--- src/rtl/mips16_imem_loader_if.sv ---
// Write-stream handshake carrying encoded MIPS16 instruction words into the loader.
interface mips16_imem_loader_if #(
  parameter int unsigned DATA_WIDTH = 16
);
  logic                  wr_valid;
  logic                  wr_ready;
  logic [DATA_WIDTH-1:0] wr_data;

  modport master (output wr_valid, output wr_data, input wr_ready);
  modport slave  (input wr_valid, input wr_data, output wr_ready);
endinterface

--- src/rtl/mips16_imem_loader.sv ---
// Loads a MIPS16 program into instruction memory, pads the remainder, holds the
// core in reset until the image is complete, then serves registered fetches.
module mips16_imem_loader #(
  parameter int unsigned           PC_WIDTH   = 8,
  parameter int unsigned           DATA_WIDTH = 16,
  parameter int unsigned           DEPTH      = 2**PC_WIDTH,
  parameter int unsigned           RST_HOLD   = 10,
  parameter logic [DATA_WIDTH-1:0] FILL_WORD  = '0
) (
  input  logic                  clk,
  input  logic                  rst,
  input  logic                  load_start,
  input  logic [PC_WIDTH:0]     load_len,
  mips16_imem_loader_if.slave   wr,
  output logic                  cpu_rst,
  input  logic [PC_WIDTH-1:0]   pc,
  output logic [DATA_WIDTH-1:0] instr,
  output logic                  busy,
  output logic [PC_WIDTH:0]     load_count,
  output logic                  err
);

  localparam int unsigned LEN_W  = PC_WIDTH + 1;
  localparam int unsigned HOLD_W = (RST_HOLD > 1) ? $clog2(RST_HOLD) : 1;
  localparam logic [LEN_W-1:0]  DEPTH_LEN = LEN_W'(DEPTH);
  localparam logic [HOLD_W-1:0] HOLD_LAST = HOLD_W'(RST_HOLD - 1);

  typedef enum logic [2:0] {IDLE, LOAD, FILL, HOLD, RUN} state_t;

  state_t                state, state_next;
  logic [PC_WIDTH-1:0]   addr;
  logic [LEN_W-1:0]      len;
  logic [HOLD_W-1:0]     hold_cnt;
  logic [DATA_WIDTH-1:0] mem [0:DEPTH-1];

  logic legal, start_ok, start_bad, accept, fill_we;

  assign legal = (load_len != '0) && (load_len <= DEPTH_LEN);

  always_comb begin
    state_next = state;
    start_ok   = 1'b0;
    start_bad  = 1'b0;
    accept     = 1'b0;
    fill_we    = 1'b0;
    unique case (state)
      IDLE, RUN: begin
        if (load_start) begin
          if (legal) begin
            start_ok   = 1'b1;
            state_next = LOAD;
          end else begin
            start_bad  = 1'b1;
          end
        end
      end
      LOAD: begin
        if (wr.wr_valid) begin
          accept = 1'b1;
          // A full-depth load wraps addr back to 0, so there is nothing to pad.
          if (load_count + LEN_W'(1) == len)
            state_next = (len == DEPTH_LEN) ? HOLD : FILL;
        end
      end
      FILL: begin
        fill_we = 1'b1;
        if (addr == '1) state_next = HOLD;
      end
      HOLD: begin
        if (hold_cnt == HOLD_LAST) state_next = RUN;
      end
      default: state_next = IDLE;
    endcase
  end

  // Handshake and status outputs decode straight from the state register so
  // they follow the asynchronous reset without an extra cycle.
  assign wr.wr_ready = (state == LOAD);
  assign cpu_rst     = (state != RUN);
  assign busy        = (state == LOAD) || (state == FILL) || (state == HOLD);

  always_ff @(posedge clk or negedge rst) begin
    if (!rst) begin
      state      <= IDLE;
      addr       <= '0;
      len        <= '0;
      hold_cnt   <= '0;
      load_count <= '0;
      err        <= 1'b0;
    end else begin
      state    <= state_next;
      hold_cnt <= (state == HOLD) ? hold_cnt + HOLD_W'(1) : '0;
      if (start_ok) begin
        len        <= load_len;
        addr       <= '0;
        load_count <= '0;
        err        <= 1'b0;
      end else if (start_bad) begin
        err <= 1'b1;
      end
      if (accept) begin
        addr       <= addr + PC_WIDTH'(1);
        load_count <= load_count + LEN_W'(1);
      end
      if (fill_we) addr <= addr + PC_WIDTH'(1);
    end
  end

  always_ff @(posedge clk) begin
    if (accept)       mem[addr] <= wr.wr_data;
    else if (fill_we) mem[addr] <= FILL_WORD;
  end

  // Keyed on the next state so a reload blanks instr from its first LOAD cycle.
  always_ff @(posedge clk or negedge rst) begin
    if (!rst)                    instr <= '0;
    else if (state_next == RUN)  instr <= mem[pc];
    else                         instr <= '0;
  end

endmodule

--- src/flat_wrapper.sv ---
// flat-port wrapper written by rule: the top's interface ports become plain ports
module mips16_imem_loader_flat 
#(
  parameter int unsigned           PC_WIDTH   = 8,
  parameter int unsigned           DATA_WIDTH = 16,
  parameter int unsigned           DEPTH      = 2**PC_WIDTH,
  parameter int unsigned           RST_HOLD   = 10,
  parameter logic [DATA_WIDTH-1:0] FILL_WORD  = '0
)
  (clk, rst, load_start, load_len, cpu_rst, pc, instr, busy, load_count, err, wr_wr_valid, wr_wr_data, wr_wr_ready);
  mips16_imem_loader_if #(.DATA_WIDTH(DATA_WIDTH)) wr_i ();
  input  logic clk;
  input  logic rst;
  input  logic load_start;
  input  logic [PC_WIDTH:0] load_len;
  output logic cpu_rst;
  input  logic [PC_WIDTH-1:0] pc;
  output logic [DATA_WIDTH-1:0] instr;
  output logic busy;
  output logic [PC_WIDTH:0] load_count;
  output logic err;
  input wire logic [$bits(wr_i.wr_valid)-1:0] wr_wr_valid;
  input wire logic [$bits(wr_i.wr_data)-1:0] wr_wr_data;
  output wire logic [$bits(wr_i.wr_ready)-1:0] wr_wr_ready;
  assign wr_i.wr_valid = wr_wr_valid;
  assign wr_i.wr_data = wr_wr_data;
  assign wr_wr_ready = wr_i.wr_ready;
  mips16_imem_loader #(.PC_WIDTH(PC_WIDTH), .DATA_WIDTH(DATA_WIDTH), .DEPTH(DEPTH), .RST_HOLD(RST_HOLD), .FILL_WORD(FILL_WORD)) u_core (.clk(clk), .rst(rst), .load_start(load_start), .load_len(load_len), .wr(wr_i), .cpu_rst(cpu_rst), .pc(pc), .instr(instr), .busy(busy), .load_count(load_count), .err(err));
endmodule
--- config.mk ---
export PLATFORM = sky130hd
export DESIGN_NAME = mips16_imem_loader_flat
export DESIGN_NICKNAME = d
export VERILOG_FILES = /design/src/rtl/mips16_imem_loader_if.sv /design/src/rtl/mips16_imem_loader.sv /design/src/flat_wrapper.sv
export SDC_FILE = /design/constraint.sdc
export NUM_CORES = 2
export LEC_CHECK = 0
export ABC_AREA = 1
export BUFFER_PORTS_ARGS = -buffer_cell sky130_fd_sc_hd__buf_4
export CORE_MARGIN = 2
export CORE_UTILIZATION = 25
export DETAILED_ROUTE_END_ITERATION = 6
export PLACE_DENSITY = 0.45
export SLEW_MARGIN = 0
export SYNTH_ARGS = -nofsm -noshare
export SYNTH_HDL_FRONTEND = slang
export SYNTH_SLANG_ARGS = --single-unit
export TNS_END_PERCENT = 10
--- constraint.sdc ---
create_clock -name clk -period 11.1 [get_ports clk]
set_clock_uncertainty 0.05 [all_clocks]
set_input_delay 1.11 -clock clk [delete_from_list [all_inputs] [get_ports clk]]
set_output_delay 1.11 -clock clk [all_outputs]
set_load 0.005 [all_outputs]
# Word-level counts from Yosys, hierarchy flattened
# Memory sizes are Yosys's and may differ from the RTL's.
# Cells that the tools add are included.
dict set report word_totals {
  reg_bits 50
  mem_bits_rw 4096
  inputBits 37
  out_inout_bits 29
  elab_cells 64
  mem_count 1
}
dict set report classes {
  n_addsub 3
  magnitude_cmp 1
  eq_ne 10
  mux 32
  bitwise_logic 1
  n_reduce_logical 9
}
# name depth word_bits rd rd_ports_with_merged_regs write_ports line_no
set mem_list {}
lappend mem_list {u_core.mem 256 16 1 0 1 mips16_imem_loader.sv:34} ;# logic [DATA_WIDTH-1:0] mem [0:DEPTH-1];
# operator count
set op_table {}
lappend op_table {{$mux 16} 2}
lappend op_table {{$mux 8} 3}
lappend op_table {{$mux 3} 6}
lappend op_table {{$mux 9} 2}
lappend op_table {{$mux 1} 17}
lappend op_table {{$pmux 3 s4} 1}
lappend op_table {{$add 9x1->9 const B} 1}
lappend op_table {{$eq 9x9->1} 1}
lappend op_table {{$eq 9x9->1 const B} 1}
lappend op_table {{$le 9x9->1 const B} 1}
lappend op_table {{$reduce_bool 9->1} 1}
lappend op_table {{$add 8x1->8 const B} 1}
lappend op_table {{$eq 8x8->1 const B} 1}
lappend op_table {{$eq 3x2->1 const B} 2}
lappend op_table {{$eq 3x3->1 const B} 2}
lappend op_table {{$add 4x1->4 const B} 1}
lappend op_table {{$eq 4x4->1 const B} 1}
lappend op_table {{$mux 4} 1}
lappend op_table {{$reduce_bool 2->1} 2}
lappend op_table {{$eq 3x1->1 const B} 1}
lappend op_table {{$logic_not 3->1} 1}
lappend op_table {{$ne 3x3->1 const B} 1}
lappend op_table {{$reduce_bool 3->1} 1}
lappend op_table {{$logic_or 1x1->1} 2}
lappend op_table {{3 further kinds} 3}

# Logic depth before layout (Yosys ltp)
dict set report logic_depth {
  ltp_word 8
  mapped_depth 15
  depth_no_buf 11
}

# Worst setup path after synthesis
# No wires, ideal clock.
dict set report synth_timing {
  path_type {input port to flip-flop}
  startpoint {input port wr_wr_data[10]}
  endpoint {memory u_core.mem[0][10] (data pin)}
  setup_ns 0.773
  arrival_time_ns 3.918
  t_required_ns 10.277
  slack_ns 6.358
  path_stages 2
  path_buffers 0
  cell_sequence {nand2_1 inv_1}
}
dict set report synth_via {
  elab_chain_cells 1
}
# element line_no
set synth_rtl {}
lappend synth_rtl {{start, declared} flat_wrapper.sv:23} ;# input wire logic [$bits(wr_i.wr_data)-1:0] wr_wr_data;
lappend synth_rtl {{$mux 16 (no source line)} --}
lappend synth_rtl {{end, declared} mips16_imem_loader.sv:34}
# Every way passes these cells.

# Worst setup path in the final report
dict set report layout_timing {
  startpoint {input port pc[0]}
  endpoint {register u_core.instr[3]}
}
dict set report layout_via {
  elab_chain_cells 2
}
# element line_no
set layout_rtl {}
lappend layout_rtl {{start, declared} flat_wrapper.sv:17} ;# input logic [PC_WIDTH-1:0] pc;
lappend layout_rtl {{$mem_v2 256x16} --}
lappend layout_rtl {{$mux 16} mips16_imem_loader.sv:117} ;# else if (state_next == RUN) instr <= mem[pc];
lappend layout_rtl {{end signal, assigned} mips16_imem_loader.sv:117}
lappend layout_rtl {{end, declared} mips16_imem_loader.sv:17} ;# output logic [DATA_WIDTH-1:0] instr,
# Every way passes these cells.
# A chain may end at the register's enable or synchronous reset.

==> impl_metrics.json <==
{
  "io_pins": 66,
  "insertion_delay_ns": 1.02,
  "cts_tree": "built",
  "worst_slack_ns": 5.83,
  "total_power_uw": 35200,
  "switching_power_uw": 8780,
  "yosys.area.top_type_share": 0.733,
  "clkTransAtPathRegs_ns": 0.06,
  "postCtsSetupRepairBufs": 0,
  "critPathCaptureType": "flop",
  "die_w_um": 824,
  "synth_cell_types": 31,
  "detail_route.wl_per_cell_um": 24.1,
  "slew_headroom": 0.128,
  "syn2layout_area_growth_pct": 14.5,
  "layout_common_cells": "nand2_1, edfxtp_1, nand3_1",
  "placed_area_mm2": 0.178,
  "grt_use_total": 0.159,
  "grt_max_degree": 197,
  "setup_viol": 0,
  "yosysWarnings": 0,
  "path_class": "in2reg",
  "wl_um": 560000,
  "power_density_mw_per_mm2": 183,
  "ys_seq_elements": 4146,
  "grt_pass1_wl_um": 797000,
  "p_leak_uw": 0.0657,
  "critPathLaunchType": "input pin",
  "synth_area_per_cell_um2": 12.1,
  "fin_crit_sh": 0.475,
  "fmax_mhz": 190,
  "pwr-share-comb": 0.084,
  "cts_buffer_depth": 4,
  "dp_hpwl_um": 307000,
  "first_pass_iters": 6,
  "dieArea_mm2": 0.678,
  "rsz0062_at_grt": "false",
  "synth-xor-area-share": 0.000730,
  "place_inst": 22384,
  "status": "completed",
  "start_util": 0.250,
  "setup_tns_ns": 0,
  "drive_gt1_frac": 0.0811,
  "synth_compound_area_frac": 0.00136,
  "clock-sinks": 4146,
  "syn_area_mm2": 0.168,
  "layout_commonest_cell": "nand2_1",
  "crit_required_ns": 11.99,
  "cts.root.buffer_cell": "clkbuf_16",
  "ant_nets": 0,
  "ff2ff_setup_slack_ns": 6.25,
  "postLayoutCellArea_mm2": 0.192,
  "drcViolationCount": 0,
  "core_area_mm2": 0.670,
  "routed_via_density": 4.67,
  "slew_violations": 0,
  "finalHoldViolCount": 0,
  "post-place-ws_ns": 4.95,
  "final_cells": 23225,
  "post-route-min-period_ns": 5.27,
  "ys_seq_area_frac": 0.740,
  "overflow": 0,
  "numCtsBuffers": 454,
  "postSynthCellCount": 13907,
  "p_int_uw": 26500,
  "h-tree-depth": 5,
  "clock_power_share": 0.413,
  "cap_violations": 0,
  "power.share.switching": 0.249,
  "synth_top_family_by_area": "simple AND/OR/NAND/NOR gates",
  "synth.area.top_cells": "edfxtp_1, nand3_1, nand2_1",
  "crit_fanout": 119,
  "synth.area.mux_share": 0,
  "numPortBuffers": 65,
  "grt_pass1_vias": 102781,
  "final_nets": 13946,
  "synth_nets": 13951,
  "synth-simple-area-share": 0.224,
  "antenna_found_initial": 32,
  "crit_start": "pc[0]",
  "synth_area_leader_cell": "edfxtp_1",
  "seqPwrFrac": 0.503,
  "place_congestion": 0.778,
  "cts_hold_buffers": 0,
  "vias": 108362,
  "cts_resized": 0,
  "rows": 301,
  "timing.rr.start": "u_core.state[1]",
  "fp.dieH_um": 824,
  "tightest_slew_ns": 1.30,
  "drt_iter0_drc": 10694,
  "vdd_drop_max_v": 0.000127,
  "crit_arrival_ns": 6.16,
  "hold_class": "in2async",
  "synth-adder-area-share": 0.000522
}
[power groups by stage]
stage | registers, uW | logic, uW | clock network (uW)
final | 17700 | 2960 | 14600
after global routing | 17700 | 3210 | 15400
after CTS | 17700 | 3020 | 14800
after detailed placement | 18100 | 3020 | 0
after global placement | 18000 | 3020 | 0
after floorplan | 18100 | 1560 | 0
[area by class of cell]
| type | count | area [um2] |
|---|---|---|
| well taps | 8938 | 11200 |
| multi-input cells | 8700 | 38100 |
| clock inverters | 240 | 1890 |
| inverters | 120 | 634 |
| fillers | 68519 | 478000 |
| diodes | 12 | 30.0 |
| repair buffers | 480 | 4040 |
| clock buffers | 589 | 12200 |
| flip-flops and latches | 4146 | 124000 |
[registers in the layout (all words and copies together) (netlist names)]
signal and count:
u_core.mem 4096, u_core.hold_cnt 4, u_core.state 3, u_core.instr 16
u_core.load_count 9, u_core.len 9, u_core.err 1, u_core.addr 8
[Yosys cell counts (all sizes together)]
| library cell | count |
|---|---|
| or2 | 1 |
| clkbuf | 120 |
| dfrtp | 50 |
| nor4 | 1 |
| buf | 821 |
| inv | 117 |
| o22ai | 8 |
| nand2 | 4245 |
| nand4 | 6 |
| xnor2 | 2 |
| xor2 | 12 |
| nand3 | 4036 |
| o21ai | 31 |
| nor3 | 4 |
| clkinv | 3 |
| o211ai | 1 |
| nor2 | 343 |
| edfxtp | 4096 |
| ha | 7 |
| a21oi | 3 |
[final timing paths]
kind / depth (start not counted) / end
max: 15 / u_core.instr[3]
min: 1 / u_core.load_count[2]
max reg2reg: 10 / u_core.mem[216][14]
min reg2reg: 1 / u_core.hold_cnt[0]
max in group asynchronous: 2 / u_core.instr[14]
min in group clk: 3 / u_core.len[5]
[through the flow]
| stage | hold slack (ns) | utilization |
|---|---|---|
| 2_1_floorplan | 0.409 | - |
| 3_3_place_gp | 0.430 | 0.266 |
| 3_5_place_dp | 0.441 | 0.266 |
| 4_1_cts | 0.0791 | 0.287 |
| 5_1_grt | 0.0990 | 0.287 |
| 6_report | 0.137 | 0.287 |
[kinds of logic after synthesis]
logic type | after synthesis
AND/OR/NAND/NOR | 8636
flip-flops | 4146
buffers and inverters | 1061
AO/OA/AOI/OAI | 43
XOR/XNOR | 14
adder cells (fa/ha/maj) | 7
[routing by layer]
layer  wire (um)  GRT usage  up-vias
met5          26          0        -
met4       13000     0.0367        4
met3       31200     0.0204      610
met2      263000      0.259     3313
met1      253000      0.226    54916
li1            -          -    49519
[worst max-delay path, stage by stage]
cell	delay, ns
buf_16	0.36
buf_4	0.72
buf_4	0.49
buf_4	0.74
buf_4	0.72
nand2_1	0.11
nand3_1	0.12
nand3_1	0.12
nand3_1	0.14
nand3_1	0.16
nand3_1	0.15
nand2_1	0.11
nor2_1	0.53
nor2_1	0.15
nor2_1	0.13
(Power assumes the default switching activity.)
